File: config.mk
export PLATFORM = sky130hd
export DESIGN_NAME = pkt_tx_framer
export DESIGN_NICKNAME = d
export VERILOG_FILES = /design/src/rtl/pkt_tx_framer.sv
export SDC_FILE = /design/constraint.sdc
export NUM_CORES = 1
export LEC_CHECK = 0
export BUFFER_PORTS_ARGS = -buffer_cell sky130_fd_sc_hd__buf_2
export CAP_MARGIN = 20
export CORE_MARGIN = 5
export CORE_UTILIZATION = 45
export CTS_CLUSTER_DIAMETER = 50
export DETAILED_ROUTE_END_ITERATION = 16
export HOLD_SLACK_MARGIN = 0.12
export SLEW_MARGIN = 20
export SYNTH_ARGS = -nofsm -noshare
export SYNTH_HDL_FRONTEND = slang
export SYNTH_SLANG_ARGS = --single-unit
File: constraint.sdc
create_clock -name clk -period 3.84 [get_ports clk]
set_clock_uncertainty 0.15 [all_clocks]
set_input_delay 0.384 -clock clk [delete_from_list [all_inputs] [get_ports clk]]
set_output_delay 0.384 -clock clk [all_outputs]
set_load 0.01 [all_outputs]
File: src/rtl/pkt_tx_framer.sv
// Store-and-forward packet transmitter: buffers a whole payload, then emits it
// as one contiguous sop..eop burst on a valid-less switch ingress bus.
module pkt_tx_framer #(
  parameter int DATA_W  = 8,
  parameter int ID_W    = 3,
  parameter int MAX_LEN = 64,
  parameter int LEN_W   = 7,
  parameter int GAP     = 1,
  parameter int CNT_W   = 16
) (
  input  logic              clk,
  input  logic              rst,
  input  logic              desc_valid,
  output logic              desc_ready,
  input  logic [LEN_W-1:0]  desc_len,
  input  logic              desc_qos,
  input  logic [ID_W-1:0]   desc_id,
  input  logic              pay_valid,
  output logic              pay_ready,
  input  logic [DATA_W-1:0] pay_data,
  output logic [DATA_W-1:0] tx_data,
  output logic              tx_sop,
  output logic              tx_eop,
  output logic              tx_qos,
  output logic [ID_W-1:0]   tx_id,
  output logic              tx_busy,
  output logic              pkt_sent,
  output logic [CNT_W-1:0]  pkt_cnt,
  output logic              err_len
);

  localparam int AW = (MAX_LEN > 1) ? $clog2(MAX_LEN) : 1;
  localparam int GW = (GAP > 1) ? $clog2(GAP) : 1;

  typedef enum logic [1:0] {S_IDLE, S_LOAD, S_SEND, S_GAP} state_t;

  state_t            state, state_nxt;
  logic [DATA_W-1:0] mem [MAX_LEN];
  logic [LEN_W-1:0]  len_q, wptr, rptr, rnxt;
  logic              qos_q;
  logic [ID_W-1:0]   id_q;
  logic [GW-1:0]     gcnt;
  logic              len_ok, desc_acc, pay_acc, last_wr, last_rd;
  logic [DATA_W-1:0] first_byte;

  assign len_ok   = (desc_len != '0) && (desc_len <= LEN_W'(MAX_LEN));
  assign desc_acc = desc_valid && desc_ready;
  assign pay_acc  = pay_valid && pay_ready;
  assign last_wr  = (wptr == len_q - LEN_W'(1));
  assign last_rd  = (rptr == len_q - LEN_W'(1));
  assign rnxt     = rptr + LEN_W'(1);
  // len=1: byte 0 is being written on the same edge it must be launched
  assign first_byte = (wptr == '0) ? pay_data : mem[0];

  always_ff @(posedge clk) begin
    if (rst) state <= S_IDLE;
    else     state <= state_nxt;
  end

  always_comb begin
    state_nxt = state;
    case (state)
      S_IDLE: if (desc_acc && len_ok) state_nxt = S_LOAD;
      S_LOAD: if (pay_acc && last_wr) state_nxt = S_SEND;
      S_SEND: if (last_rd)            state_nxt = (GAP == 0) ? S_IDLE : S_GAP;
      S_GAP:  if (gcnt == GW'(GAP - 1)) state_nxt = S_IDLE;
      default:                        state_nxt = S_IDLE;
    endcase
  end

  always_comb begin
    desc_ready = (state == S_IDLE);
    pay_ready  = (state == S_LOAD);
    tx_busy    = (state != S_IDLE);
  end

  always_ff @(posedge clk) begin
    if (pay_acc) mem[wptr[AW-1:0]] <= pay_data;
  end

  always_ff @(posedge clk) begin
    if (rst) begin
      len_q    <= '0;
      qos_q    <= 1'b0;
      id_q     <= '0;
      wptr     <= '0;
      rptr     <= '0;
      gcnt     <= '0;
      tx_data  <= '0;
      tx_sop   <= 1'b0;
      tx_eop   <= 1'b0;
      tx_qos   <= 1'b0;
      tx_id    <= '0;
      pkt_sent <= 1'b0;
      pkt_cnt  <= '0;
      err_len  <= 1'b0;
    end else begin
      err_len <= desc_acc && !len_ok;
      case (state)
        S_IDLE: if (desc_acc && len_ok) begin
          len_q <= desc_len;
          qos_q <= desc_qos;
          id_q  <= desc_id;
          wptr  <= '0;
        end
        S_LOAD: if (pay_acc) begin
          wptr <= wptr + LEN_W'(1);
          if (last_wr) begin
            rptr     <= '0;
            tx_data  <= first_byte;
            tx_sop   <= 1'b1;
            tx_eop   <= (len_q == LEN_W'(1));
            pkt_sent <= (len_q == LEN_W'(1));
            tx_qos   <= qos_q;
            tx_id    <= id_q;
          end
        end
        S_SEND: begin
          if (last_rd) begin
            tx_data  <= '0;
            tx_sop   <= 1'b0;
            tx_eop   <= 1'b0;
            tx_qos   <= 1'b0;
            tx_id    <= '0;
            pkt_sent <= 1'b0;
            pkt_cnt  <= pkt_cnt + CNT_W'(1);
            gcnt     <= '0;
          end else begin
            rptr     <= rnxt;
            tx_data  <= mem[rnxt[AW-1:0]];
            tx_sop   <= 1'b0;
            tx_eop   <= (rnxt == len_q - LEN_W'(1));
            pkt_sent <= (rnxt == len_q - LEN_W'(1));
          end
        end
        S_GAP: gcnt <= gcnt + GW'(1);
        default: ;
      endcase
    end
  end

endmodule

==> results.ini <==
[status]
outcome=finished, final reports clean

[worst_setup_path]
path_max_fanout=15
cp_data_arrival_time_ps=3860
reg2reg_from=rptr[4]
start_kind=flip-flop
critPathRequiredTime_ps=4220
crit_path_start=rptr[4]
end_kind=flip-flop
critPathKind=reg -> reg

[die]
rows=83
num_io_pins=58
die_w_um=238
core_mm2=0.0514
die_h_um=238
die_area_mm2=0.0567
start_util_pct=45.6

[pwr]
combPwrFrac_pct=9.9
cellPowerDensity_mw_per_mm2=517
p_leak_nw=8.76
switching_share_pct=24.0
pwr-share-clk_pct=40.6
switchingPower_w=0.00338
internal_power_w=0.0107
seq_power_share_pct=49.5
irDropWorstVdd_mv=0.330
finalPower_w=0.0141

[yosys]
synth_cell_types=63
synth_fp_nets=1411
syn_inst=1378
synth_edf_count=512
synthArstFlopShare_pct=0
ys_seq_elements=571
syn_area_per_cell_um2=17.0
syn-cell-area_mm2=0.0234
yosysWarnings=0
synth-seq-area-share_pct=70.7
synth-main-ff-cell=edfxtp_1

[sta]
rsz0062_at_grt=no
finalSetupTns_ps=0
timing.fmax_ghz=0.287
min_period_over_period_pct=90.6
finalHoldViolCount=0
setup_viol_count_final=0
drv_slew=0
tightest_slew_ps=1050
period_needed_ps=3480
slew_headroom_pct=30.0

[routing]
dr.pass1.iters=5
num_vias=13200
dr.first_iter.drc_count=1293
post_drt_wl_per_cell_um=25.7
ant_nets=0
drc=0
viasPerCell=5.82
wl_um=58300

[grt]
grt_max_degree=50
grt_pass1_vias=13400
overflow=0
antenna_found_initial=0
grt_first_pass_wirelength_um=87500
grtUsageTotal_pct=20.5

[run]
maxCapViolCount=0

[clock_tree]
cts_sinks=571
clock_path_buffers=3
htree_levels=2
clockRootBuffer=clkbuf_16
clk_pin_slew_worst_paths_ps=70
clk_latency_ps=630
post_cts_buffers=0
numCtsBuffers=60
cts_tree=done

[place]
place_hpwl_um=38000
place.gp.congestion=0.881
numPortBuffers=57

[final_layout]
diodes=0
postLayoutCoreUtil_pct=53.0
drive_above_1_share_pct=25.6
nets=1567
area_growth_pct=16.2

[hold_path]
hp-start=pay_data[3]
hold_path.class=in -> reg

-- metrics by stage --
stage / hold WS, ps / area [µm²] / worst slack (ps) / std cells
finish: 152 / 27200 / 361 / 2264
global route: 152 / 27200 / 113 / 2264
CTS: 130 / 27200 / 282 / 2264
detailed placement: 315 / 25100 / 303 / 2136
global placement: 316 / 25100 / 325 / 2136
floorplan: 296 / 23400 / 884 / 1378
-- cell families (layout without fill, tap and decap cells) --
family,count (synthesis),after routing,synth area share (%)
simple gates,346,346,6.80
buf+inv,104,310,1.91
compound gates,140,140,4.06
fa+ha+maj,10,10,0.534
xor+xnor,35,35,1.37
flops,571,571,70.7
mux,172,172,14.7
-- cell usage after synthesis (5+ instances only) --
| library cell | number | area share, % |
|---|---|---|
| xor2_1 | 13 | 0.49 |
| dfxtp_1 | 59 | 5.0 |
| mux2i_1 | 33 | 1.4 |
| buf_1 | 6 | 0.096 |
| nor2b_1 | 5 | 0.13 |
| buf_2 | 24 | 0.51 |
| nor2_1 | 118 | 1.9 |
| nand2_1 | 110 | 1.8 |
| nand4_1 | 24 | 0.64 |
| a21oi_1 | 46 | 0.98 |
| buf_4 | 7 | 0.22 |
| mux4_2 | 131 | 13 |
| o2111ai_1 | 7 | 0.26 |
| o31ai_1 | 6 | 0.19 |
| a211oi_1 | 13 | 0.42 |
| xnor2_1 | 21 | 0.79 |
| nand2b_1 | 5 | 0.13 |
| nor3_1 | 13 | 0.28 |
| and3_1 | 8 | 0.21 |
| nand3_1 | 25 | 0.53 |
| clkbuf_1 | 47 | 0.75 |
| o21ai_0 | 22 | 0.47 |
| a2111oi_0 | 8 | 0.30 |
| or3_1 | 13 | 0.35 |
| inv_1 | 19 | 0.30 |
| edfxtp_1 | 512 | 66 |
| a311oi_1 | 5 | 0.19 |
| ha_1 | 10 | 0.53 |
-- sequential cells by signal, summed over array words and instances, names as in the netlist --
| register | count |
|---|---|
| mem | 512 |
| pkt_cnt | 16 |
| tx_data | 8 |
| len_q | 7 |
| rptr | 7 |
| wptr | 7 |
| id_q | 3 |
| tx_id | 3 |
| state | 2 |
| err_len | 1 |
| gcnt | 1 |
| pkt_sent | 1 |
| qos_q | 1 |
| tx_qos | 1 |
| tx_sop | 1 |
-- cells in the final DEF, fill, tap and decap left out, drive strengths merged, types with 5 or more instances in the layout --
master / count
edfxtp: 512
buf: 163
mux4: 135
nor2: 118
nand2: 110
clkbuf: 69
dfxtp: 59
a21oi: 46
mux2i: 33
clkinv: 30
nand3: 25
nand4: 24
inv: 24
o21ai: 23
xnor2: 21
dlygate4sd3: 16
or3: 13
a211oi: 13
xor2: 13
nor3: 13
ha: 10
and3: 8
a2111oi: 8
o2111ai: 7
o31ai: 6
bufinv: 6
a311oi: 5
nand2b: 5
nor2b: 5
nor3b: 5
-- power by group through the flow --
stage,registers (W),clock network (W),logic [W]
floorplan,0.00706,0,0.000874
global placement,0.00709,0,0.00137
detailed placement,0.00709,0,0.00138
CTS,0.00696,0.00583,0.00140
global route,0.00697,0.00609,0.00151
finish,0.00697,0.00572,0.00140
-- worst paths after layout --
check / cells past startpoint / slack, ps / to
worst min register to register: 2 / 320 / tx_qos
worst min-delay path: 1 / 150 / mem[49][3]
worst max-delay path: 7 / 360 / tx_data[0]
worst max register to register: 7 / 360 / tx_data[0]
-- final cells by class --
cell class                      count  area, µm²
Tap cell                          680        851
Sequential cell                   571      16600
Clock buffer                       69       1560
Clock inverter                     43        393
Inverter                           19       71.3
Fill cell                        4093      24200
Multi-Input combinational cell    703       6490
Timing Repair Buffer              179       1320
-- timing repair --
item,4_1_cts,5_1_grt
endpoints found under the setup margin,0,3
hold endpoints to repair,35,0
resized for setup,0,1
hold buffers,16,0
-- metal layers --
metal,routed length [µm],up-vias,global-route usage (%)
li1,-,5783,-
met1,25000,6854,29.2
met2,27800,448,32.3
met3,3900,94,4.21
met4,1630,0,6.09
met5,0,-,0
-- worst max-delay path, cell delays in order (launching register included) --
cell and delay [ps]:
dfxtp_1 720, a21bo_2 290, a41oi_1 710, nand2_1 330, a31oi_1 330, nand3_1 220
a221o_1 410, a211oi_1 220
Note: power is estimated with default switching activity, not from simulation.
